## src/rtl/imem_boot_pkg.sv

```systemverilog
// Shared types and constants for the instruction-memory boot loader.
// Holds the frame-parser state encoding and the abort reason codes.
package imem_boot_pkg;

    typedef enum logic [3:0] {
        ST_IDLE,
        ST_SYNC,
        ST_ADDR_HI,
        ST_ADDR_LO,
        ST_CNT_HI,
        ST_CNT_LO,
        ST_DATA,
        ST_CSUM,
        ST_DONE,
        ST_ERR
    } boot_state_e;

    localparam logic [7:0] SYNC_BYTE_DEFAULT = 8'hA5;

    localparam logic [2:0] ERR_NONE  = 3'd0;
    localparam logic [2:0] ERR_SYNC  = 3'd1;
    localparam logic [2:0] ERR_ALIGN = 3'd2;
    localparam logic [2:0] ERR_ZERO  = 3'd3;
    localparam logic [2:0] ERR_OVF   = 3'd4;
    localparam logic [2:0] ERR_CSUM  = 3'd5;

endpackage

```

## src/rtl/imem_word_packer.sv

```systemverilog
// Shifts payload bytes into a big-endian word; word_valid flags the 4th byte
// so the caller can register the completed word in the same cycle.
module imem_word_packer (
    input  logic        clk,
    input  logic        rst,
    input  logic        clear,
    input  logic        byte_valid,
    input  logic [7:0]  byte_data,
    output logic        word_valid,
    output logic [31:0] word
);

    logic [1:0]  idx_q, idx_d;
    logic [23:0] shift_q, shift_d;

    always_comb begin
        idx_d   = idx_q;
        shift_d = shift_q;
        if (clear) begin
            idx_d   = 2'd0;
            shift_d = 24'd0;
        end else if (byte_valid) begin
            idx_d   = idx_q + 2'd1;
            shift_d = {shift_q[15:0], byte_data};
        end
    end

    always_comb begin
        word_valid = byte_valid && (idx_q == 2'd3);
        word       = {shift_q, byte_data};
    end

    always_ff @(posedge clk) begin
        if (rst) begin
            idx_q   <= 2'd0;
            shift_q <= 24'd0;
        end else begin
            idx_q   <= idx_d;
            shift_q <= shift_d;
        end
    end

endmodule

```

## src/rtl/imem_boot_loader.sv

```systemverilog
// Parses a framed boot byte stream and writes the payload as big-endian words
// into instruction memory, holding the CPU until the frame finishes or aborts.
module imem_boot_loader
    import imem_boot_pkg::*;
#(
    parameter int         ADDR_W    = 14,
    parameter logic [7:0] SYNC_BYTE = SYNC_BYTE_DEFAULT
) (
    input  logic              clk,
    input  logic              rst,
    input  logic              start,
    input  logic              in_valid,
    input  logic [7:0]        in_data,
    output logic              in_ready,
    output logic              mem_we,
    output logic [31:0]       mem_addr,
    output logic [31:0]       mem_wdata,
    output logic              cpu_hold,
    output logic              busy,
    output logic              done,
    output logic              error,
    output logic [2:0]        err_code,
    output logic [ADDR_W-2:0] words_loaded
);

    boot_state_e state_q, state_d;

    logic [15:0]       addr_q, addr_d;
    logic [15:0]       cnt_q, cnt_d;
    logic [7:0]        csum_q, csum_d;
    logic [ADDR_W-2:0] words_q, words_d;
    logic              mem_we_q, mem_we_d;
    logic [31:0]       mem_addr_q, mem_addr_d;
    logic [31:0]       mem_wdata_q, mem_wdata_d;
    logic              busy_q, busy_d;
    logic              done_q, done_d;
    logic              error_q, error_d;
    logic [2:0]        err_code_q, err_code_d;

    logic        accept;
    logic        start_ok;
    logic        last_word;
    logic [15:0] new_cnt;
    logic [31:0] end_addr;
    logic [2:0]  fail_code;
    logic        word_valid;
    logic [31:0] packed_word;

    assign accept    = in_valid && in_ready;
    assign start_ok  = start && (state_q inside {ST_IDLE, ST_DONE, ST_ERR});
    assign new_cnt   = {cnt_q[7:0], in_data};
    // Computed in 32 bits so a large count can never wrap past the memory end
    assign end_addr  = 32'(addr_q) + (32'(new_cnt) << 2);
    assign last_word = (16'(words_q) + 16'd1) == cnt_q;

    imem_word_packer u_packer (
        .clk        (clk),
        .rst        (rst),
        .clear      (start_ok),
        .byte_valid (accept && (state_q == ST_DATA)),
        .byte_data  (in_data),
        .word_valid (word_valid),
        .word       (packed_word)
    );

    always_ff @(posedge clk) begin
        if (rst) begin
            state_q <= ST_IDLE;
        end else begin
            state_q <= state_d;
        end
    end

    always_comb begin
        state_d   = state_q;
        fail_code = ERR_NONE;
        case (state_q)
            ST_IDLE, ST_DONE, ST_ERR: if (start) state_d = ST_SYNC;
            ST_SYNC: if (accept) begin
                if (in_data != SYNC_BYTE) fail_code = ERR_SYNC;
                else                      state_d   = ST_ADDR_HI;
            end
            ST_ADDR_HI: if (accept) state_d = ST_ADDR_LO;
            ST_ADDR_LO: if (accept) begin
                if (in_data[1:0] != 2'b00) fail_code = ERR_ALIGN;
                else                       state_d   = ST_CNT_HI;
            end
            ST_CNT_HI: if (accept) state_d = ST_CNT_LO;
            ST_CNT_LO: if (accept) begin
                if (new_cnt == 16'd0)                      fail_code = ERR_ZERO;
                else if (end_addr > (32'd1 << ADDR_W))     fail_code = ERR_OVF;
                else                                       state_d   = ST_DATA;
            end
            ST_DATA: if (word_valid && last_word) state_d = ST_CSUM;
            ST_CSUM: if (accept) begin
                if (in_data != csum_q) fail_code = ERR_CSUM;
                else                   state_d   = ST_DONE;
            end
            default: state_d = ST_IDLE;
        endcase
        if (fail_code != ERR_NONE) state_d = ST_ERR;
    end

    always_comb begin
        in_ready = state_q inside {ST_SYNC, ST_ADDR_HI, ST_ADDR_LO, ST_CNT_HI,
                                   ST_CNT_LO, ST_DATA, ST_CSUM};
    end

    always_comb begin
        addr_d      = addr_q;
        cnt_d       = cnt_q;
        csum_d      = csum_q;
        words_d     = words_q;
        mem_we_d    = 1'b0;
        mem_addr_d  = mem_addr_q;
        mem_wdata_d = mem_wdata_q;
        busy_d      = busy_q;
        done_d      = done_q;
        error_d     = error_q;
        err_code_d  = err_code_q;

        if (start_ok) begin
            done_d     = 1'b0;
            error_d    = 1'b0;
            err_code_d = ERR_NONE;
            words_d    = '0;
            busy_d     = 1'b1;
            csum_d     = 8'd0;
        end

        if (accept) begin
            case (state_q)
                ST_ADDR_HI, ST_ADDR_LO: addr_d = {addr_q[7:0], in_data};
                ST_CNT_HI,  ST_CNT_LO:  cnt_d  = {cnt_q[7:0], in_data};
                ST_DATA:                csum_d = csum_q ^ in_data;
                default: ;
            endcase
        end

        // addr_q doubles as the running write pointer once the payload starts
        if (word_valid) begin
            mem_we_d    = 1'b1;
            mem_addr_d  = 32'(addr_q);
            mem_wdata_d = packed_word;
            addr_d      = addr_q + 16'd4;
            words_d     = words_q + (ADDR_W-1)'(1);
        end

        if (state_q == ST_CSUM && state_d == ST_DONE) begin
            done_d = 1'b1;
            busy_d = 1'b0;
        end
        if (state_q != ST_ERR && state_d == ST_ERR) begin
            error_d    = 1'b1;
            err_code_d = fail_code;
            busy_d     = 1'b0;
        end
    end

    always_ff @(posedge clk) begin
        if (rst) begin
            addr_q      <= 16'd0;
            cnt_q       <= 16'd0;
            csum_q      <= 8'd0;
            words_q     <= '0;
            mem_we_q    <= 1'b0;
            mem_addr_q  <= 32'd0;
            mem_wdata_q <= 32'd0;
            busy_q      <= 1'b0;
            done_q      <= 1'b0;
            error_q     <= 1'b0;
            err_code_q  <= ERR_NONE;
        end else begin
            addr_q      <= addr_d;
            cnt_q       <= cnt_d;
            csum_q      <= csum_d;
            words_q     <= words_d;
            mem_we_q    <= mem_we_d;
            mem_addr_q  <= mem_addr_d;
            mem_wdata_q <= mem_wdata_d;
            busy_q      <= busy_d;
            done_q      <= done_d;
            error_q     <= error_d;
            err_code_q  <= err_code_d;
        end
    end

    assign mem_we       = mem_we_q;
    assign mem_addr     = mem_addr_q;
    assign mem_wdata    = mem_wdata_q;
    assign busy         = busy_q;
    assign cpu_hold     = busy_q;
    assign done         = done_q;
    assign error        = error_q;
    assign err_code     = err_code_q;
    assign words_loaded = words_q;

endmodule

```

## config.mk

```make
export PLATFORM = sky130hd
export DESIGN_NAME = imem_boot_loader
export DESIGN_NICKNAME = d
export VERILOG_FILES = /design/src/rtl/imem_boot_pkg.sv /design/src/rtl/imem_word_packer.sv /design/src/rtl/imem_boot_loader.sv
export SDC_FILE = /design/constraint.sdc
export NUM_CORES = 1
export LEC_CHECK = 0
export ABC_AREA = 1
export CAP_MARGIN = 20
export CORE_MARGIN = 2
export CORE_UTILIZATION = 35
export CTS_CLUSTER_SIZE = 28
export DETAILED_ROUTE_END_ITERATION = 8
export HOLD_SLACK_MARGIN = 0.03
export PLACE_DENSITY_LB_ADDON = 0.05
export SLEW_MARGIN = 25
export SYNTH_ARGS = -nofsm -noshare
export SYNTH_HDL_FRONTEND = slang
export SYNTH_HIERARCHICAL = 1
export SYNTH_SLANG_ARGS = --single-unit
```

## constraint.sdc

```tcl
create_clock -name clk -period 2.5 [get_ports clk]
set_clock_uncertainty 0.15 [all_clocks]
set_input_delay 0.5 -clock clk [delete_from_list [all_inputs] [get_ports clk]]
set_output_delay 0.5 -clock clk [all_outputs]
set_load 0.005 [all_outputs]
```

## Word-level counts from Yosys, hierarchy flattened

Cells that the tools add are included.
W data, S select, Z words.

- Bits in read-only memories: 0
- Bits in registers: 138
- Bits in latches: 0
- Logic and storage cells: 101
- RAM bits: 0
- Memories: 0

- Shift-type cells: 0
- Reductions and logical operators: 25
- Muxes and demuxes: 39
- Order comparisons: 1
- Add/subtract/negate cells: 5
- Bitwise operators: 1
- Multipliers: 0
- Equal/unequal tests: 16
- Div/mod/pow operators: 0

Operators by type and width:

| cell | count |
|---|---|
| $mux W4 | 14 |
| $mux W16 | 3 |
| $pmux W4 S8 | 1 |
| $mux W13 | 2 |
| $mux W8 | 3 |
| $mux W3 | 7 |
| $add A16 B18 Y19 | 1 |
| $gt A19 B15 Y1 const B | 1 |
| $add A16 B3 Y16 const B | 1 |
| $eq A14 B16 Y1 | 1 |
| $eq A4 B3 Y1 const B | 4 |
| $eq A4 B4 Y1 const B | 4 |
| $logic_not A16 Y1 | 1 |
| $add A13 B1 Y14 const B | 1 |
| $add A13 B1 Y13 const B | 1 |
| $pmux W3 S4 | 1 |
| $reduce_bool A2 Y1 | 6 |
| $eq A4 B2 Y1 const B | 2 |
| $ne A8 B8 Y1 | 1 |
| $ne A8 B8 Y1 const B | 1 |
| $xor A8 B8 Y8 | 1 |
| $logic_and A1 B1 Y1 | 7 |
| $reduce_bool A7 Y1 | 1 |
| $mux W1 | 6 |
| other kinds (10) | 16 |

## Logic depth before layout (Yosys ltp)

- Depth after elaboration: 12
- Gate-level depth with buffers: 21

## Hierarchy

The synthesis kept the hierarchy.

By module, submodules not included:

| module | area each (um^2) | cells an instance | times used | sequential area each (um^2) |
|---|---|---|---|---|
| imem_boot_loader | 6213.5 | 923 | 1 | 2242.2 |
| imem_word_packer | 1167.4 | 175 | 1 | 520.5 |

## Worst setup path before layout

Ideal clock, no wire load.

- Path kind: register -> register
- Start point: register state_q[1]
- End point: register mem_addr_q[0], in the netlist mem_addr[0]
- Data required time: 2286 ps
- Cell stages (with the launch flop): 17
- Setup slack: -101 ps
- Arrival time: 2386 ps
- Setup time: 64 ps
- Cell sequence: dfxtp_1 > nor2_2 > a21oi_2 > nand2_2 > inv_4 > nand2_1 > inv_1 > buf_4 > buf_4 > nand2_1 > inv_1 > inv_1 > clkbuf_1 > clkbuf_1 > buf_1 > nor2_1 > nor2_1

- Longest elaborated chain between the ends: 5

RTL lines:

| item | RTL line | text |
|---|---|---|
| start, declared | imem_boot_loader.sv:26 | `boot_state_e state_q, state_d;` |
| start signal, assigned | imem_boot_loader.sv:70 | `state_q <= state_d;` |
| $eq A4 B1 Y1, or another cell as far along | imem_boot_loader.sv:105 | `in_ready = state_q inside {ST_SYNC, ST_ADDR_HI, ST_ADDR_LO, ST_CNT_HI,` |
| $reduce_bool A7 Y1 * | imem_boot_loader.sv:105 |  |
| via in_ready | imem_boot_loader.sv:14 | `output logic in_ready,` |
| $logic_and A1 B1 Y1 * | imem_boot_loader.sv:49 | `assign accept = in_valid && in_ready;` |
| $logic_and A1 B1 Y1 * | imem_boot_loader.sv:60 | `.byte_valid (accept && (state_q == ST_DATA)),` |
| $logic_and A1 B1 Y1 * | imem_word_packer.sv:29 | `word_valid = byte_valid && (idx_q == 2'd3);` |
| end signal, assigned | imem_boot_loader.sv:179 | `mem_addr_q <= mem_addr_d;` |
| end, declared | imem_boot_loader.sv:33 | `logic [31:0] mem_addr_q, mem_addr_d;` |

The timed path passes the listed nets; every way through them passes the cells marked *.
A chain may end at the register's enable or synchronous reset.

## Final worst setup path

- Start point: register addr_q[2]
- End point: register error_q, in the netlist error

- Longest elaborated chain between the ends: 11

RTL lines:

| item | RTL line | text |
|---|---|---|
| start, declared | imem_boot_loader.sv:28 | `logic [15:0] addr_q, addr_d;` |
| start signal, assigned | imem_boot_loader.sv:174 | `addr_q <= addr_d;` |
| $add A16 B18 Y19 * | imem_boot_loader.sv:53 | `assign end_addr = 32'(addr_q) + (32'(new_cnt) << 2);` |
| $gt A19 B15 Y1 * | imem_boot_loader.sv:91 | `else if (end_addr > (32'd1 << ADDR_W)) fail_code = ERR_OVF;` |
| $mux W3 | imem_boot_loader.sv:91 |  |
| $mux W3 | imem_boot_loader.sv:90 | `if (new_cnt == 16'd0) fail_code = ERR_ZERO;` |
| $mux W3 | imem_boot_loader.sv:89 | `ST_CNT_LO: if (accept) begin` |
| $pmux W3 S4 | imem_boot_loader.sv:77 | `case (state_q)` |
| $reduce_bool A3 Y1 | imem_boot_loader.sv:101 | `if (fail_code != ERR_NONE) state_d = ST_ERR;` |
| $mux W4 * | imem_boot_loader.sv:101 |  |
| $eq A4 B4 Y1 * | imem_boot_loader.sv:153 | `if (state_q != ST_ERR && state_d == ST_ERR) begin` |
| $logic_and A1 B1 Y1 * | imem_boot_loader.sv:153 |  |
| $mux W1 / $reduce_bool A2 Y1 (equally long branches) | n/a |  |
| end signal, assigned | imem_boot_loader.sv:183 | `error_q <= error_d;` |
| end, declared | imem_boot_loader.sv:37 | `logic error_q, error_d;` |

Mark *: on every way between the ends. The rest lies on a longest branch, timed or not.

==> flow_metrics.tcl <==
set metrics [dict create \
    status "complete, but fails checks" \
    violations "setup timing" \
    syn_area_um2 7380 \
    cp_max_fo 4 \
    yosysWarnings 6 \
    n_antenna_cell 0 \
    yosys-top-cells-count "nand2_1 (218), nor2_1 (200), dfxtp_1 (138)" \
    crit_path_max_incr_delay_ns 0.37 \
    fillers 2241 \
    yosysSeqAreaShare_pct 37.4 \
    cp_slowest_cell "dfxtp_4" \
    grt_pass1_vias 7038 \
    setup.worst_path.start_class "register" \
    drv_cap 0 \
    vias 7271 \
    synth_top_flop_cell "dfxtp_1" \
    placed_area_um2 8990 \
    antenna_found_initial 0 \
    drc_errors 0 \
    drv_slew 0 \
    core_um2 20900 \
    multi_input_area_um2 3940 \
    yosysMostFrequentCell "nand2_1" \
    die_w_um 149 \
    grt_pass1_wl_mm 36.9 \
    slew_headroom_pct 56.4 \
    cts.clk_slew.worst_paths_ns 0.07 \
    cts_tree "yes" \
    ir_drop_v 0.000409 \
    gr-total-overflow 0 \
    dr.pass1.iters 4 \
    synth_top_area_cell "dfxtp_1" \
    die_y_um 149 \
    hp-class "register to register" \
    seqCellArea_um2 2770 \
    finish.utilization_pct 46.5 \
    syn_inst 1098 \
    crit_chain "ha_4, fa_2, nand3_1, nand2_1, nand3_1, nand3_1, nand2_1, nand2_1, nand2_1, nand3_2, nor2_4, nand2_4, a21boi_4, nand2_4, inv_2, nand2_1, nand2_1, inv_1" \
    htree_levels 4 \
    cp_common_cell "nand2_1" \
    viasPerCell 4.74 \
    grtUsageTotal_pct 21.2 \
    rows 53 \
    dp_slack_ns -0.771 \
    start_util_pct 35.3 \
    cts_buffers 17 \
    root_buffer "clkbuf_16" \
    crit_required_ns 2.68 \
    period_share_pct 102 \
    ys_top_cells_by_area "dfxtp_1 (37%), nand2_1 (11%), nor2_1 (10%), inv_1 (6.7%), o21ai_0 (5.8%)" \
    drt_iter0_drc 391 \
    clkSinkCount 138 \
    clk_path_buf_depth 2 \
    fin_area_um2 9710 \
    yosys_register_bits 138 \
    criticalPathCategory "register to register" \
    place.gp.congestion 0.905 \
    syn_avg_cell_area_um2 6.72 \
    worst_pin_slew_ns 0.653 \
    ant_nets 0 \
    final.min_clock_period_ns 2.54 \
    setup_ws_ns -0.0432 \
    grt_max_degree 59 \
    ys_types 50 \
    drive_gt1_share_pct 15.1 \
    nets 1277 \
    dpl.hpwl_mm 16.7 \
    p_leak_nw 4.29 \
    port_buffers 81 \
    top_level_ports 98 \
    finalSetupViolations 2 \
    clock.fmax_ghz 0.393 \
    hold_violations 0 \
    worstSetupEndpointType "register" \
    synth_top_area_share_pct 37.4 \
    worst_ep_arrival_time_ns 2.72 \
    wl_per_cell_um 14.8 \
    drt-total-wl_mm 22.8 \
    synth_enable_flop_cells 0 \
    clock_latency_ns 0.43 \
    area_growth_pct 31.5 \
    rsz0062_at_grt "true" \
    async_reset_ff_share_pct 0 \
    power_density_nw_per_um2 512 \
    die_area_um2 22300 \
]
worst paths after layout:
path                                    from           end  slack (ns)  cells past startpoint
worst min-delay path            mem_addr[12]  mem_addr[12]        0.31                      2
worst max register to register     addr_q[2]         error       -0.04                     18
worst min register to register  mem_addr[12]  mem_addr[12]        0.31                      2
worst max-delay path               addr_q[2]         error       -0.04                     18
area by class of cell:
cell class | count | area share, %
Clock inverter | 15 | 1.34
Multi-Input combinational cell | 775 | 40.6
Tap cell | 275 | 3.55
Timing Repair Buffer | 181 | 16.4
Clock buffer | 17 | 4.38
Sequential cell | 138 | 28.6
Inverter | 134 | 5.21
worst max-delay path, delay by kind of cell, from the launching register on:
family	cells	cell delay, ns
fa+ha+maj	2	0.52
compound gates	1	0.16
buf+inv	2	0.11
flops	1	0.37
simple gates	13	1.12
sequential cells by signal, summed over array words and instances (netlist names):
name / cells
addr_q: 16
busy: 1
cnt_q: 16
csum_q: 8
done: 1
err_code: 3
error: 1
mem_addr: 16
mem_wdata: 32
mem_we: 1
state_q: 4
u_packer/idx_q: 2
u_packer/shift_q: 24
words_loaded: 13
report_power, final:
group          leakage (nW)  switching, mW  internal [mW]
Sequential             1.11        0.00443           2.20
Clock                 0.269           1.15           1.31
Combinational          2.91          0.180          0.118
Total                  4.29           1.34           3.63
through the flow:
step | power [mW] | std cells | setup TNS [ns] | hold WS (ns)
after floorplan | 2.43 | 1113 | 0 | 0.300
after global placement | 2.55 | 1501 | -7.53 | 0.307
after detailed placement | 2.55 | 1501 | -7.49 | 0.310
after CTS | 5.01 | 1533 | -0.111 | 0.322
after global routing | 5.12 | 1535 | -1.43 | 0.345
final | 4.97 | 1535 | -0.0755 | 0.314
repair_timing:
| item | in CTS | in global routing |
|---|---|---|
| hold buffers | 0 | 0 |
| buffers inserted | 0 | 2 |
| pin swaps | 3 | 5 |
| cloned | 0 | 0 |
| gates resized for setup | 22 | 12 |
| endpoints found under the hold margin | 0 | 0 |
| endpoints found under the setup margin | 9 | 11 |
logic make-up (layout without fill, tap and decap cells):
kind of cell | after synthesis | after routing | synth area share (%)
and+or+nand+nor | 544 | 544 | 31.1
buffers and inverters | 200 | 347 | 12.2
AOI/OAI and AO/OA | 173 | 173 | 13.0
DFF | 138 | 138 | 37.4
xor gates and xnor gates | 24 | 24 | 3.05
adders and majority gates | 18 | 18 | 3.15
other | 1 | 16 | 0.0508
cells in the final DEF, fill, tap and decap left out, types with 3 or more instances in the layout:
| cell type | instances |
|---|---|
| clkbuf_16 | 17 |
| nor3_2 | 3 |
| o21ai_1 | 3 |
| nand3_2 | 5 |
| a31oi_1 | 7 |
| inv_1 | 128 |
| o21ai_0 | 85 |
| o22ai_1 | 3 |
| nor2_4 | 3 |
| a21oi_1 | 53 |
| o211ai_1 | 5 |
| dfxtp_2 | 4 |
| nor2_2 | 5 |
| nand2_2 | 9 |
| xnor2_1 | 3 |
| nand4_1 | 19 |
| conb_1 | 16 |
| nand2_1 | 215 |
| nor4_1 | 5 |
| nor3_1 | 11 |
| ha_4 | 7 |
| xor2_1 | 19 |
| buf_12 | 3 |
| buf_4 | 97 |
| nor2_1 | 199 |
| clkdlybuf4s50_1 | 73 |
| ha_1 | 10 |
| dfxtp_1 | 133 |
| inv_2 | 5 |
| or2_2 | 4 |
| nand3_1 | 57 |
| clkinv_4 | 4 |
| a211oi_1 | 3 |
| inv_6 | 6 |
| dlygate4sd2_1 | 7 |
layer usage:
layer	global-route usage [%]	part of all wire, %
met1	28.5	49
met2	35.5	47
met3	3.27	3.0
met4	5.95	1.5
met5	0	0
Power figures use the tool's default switching activity.
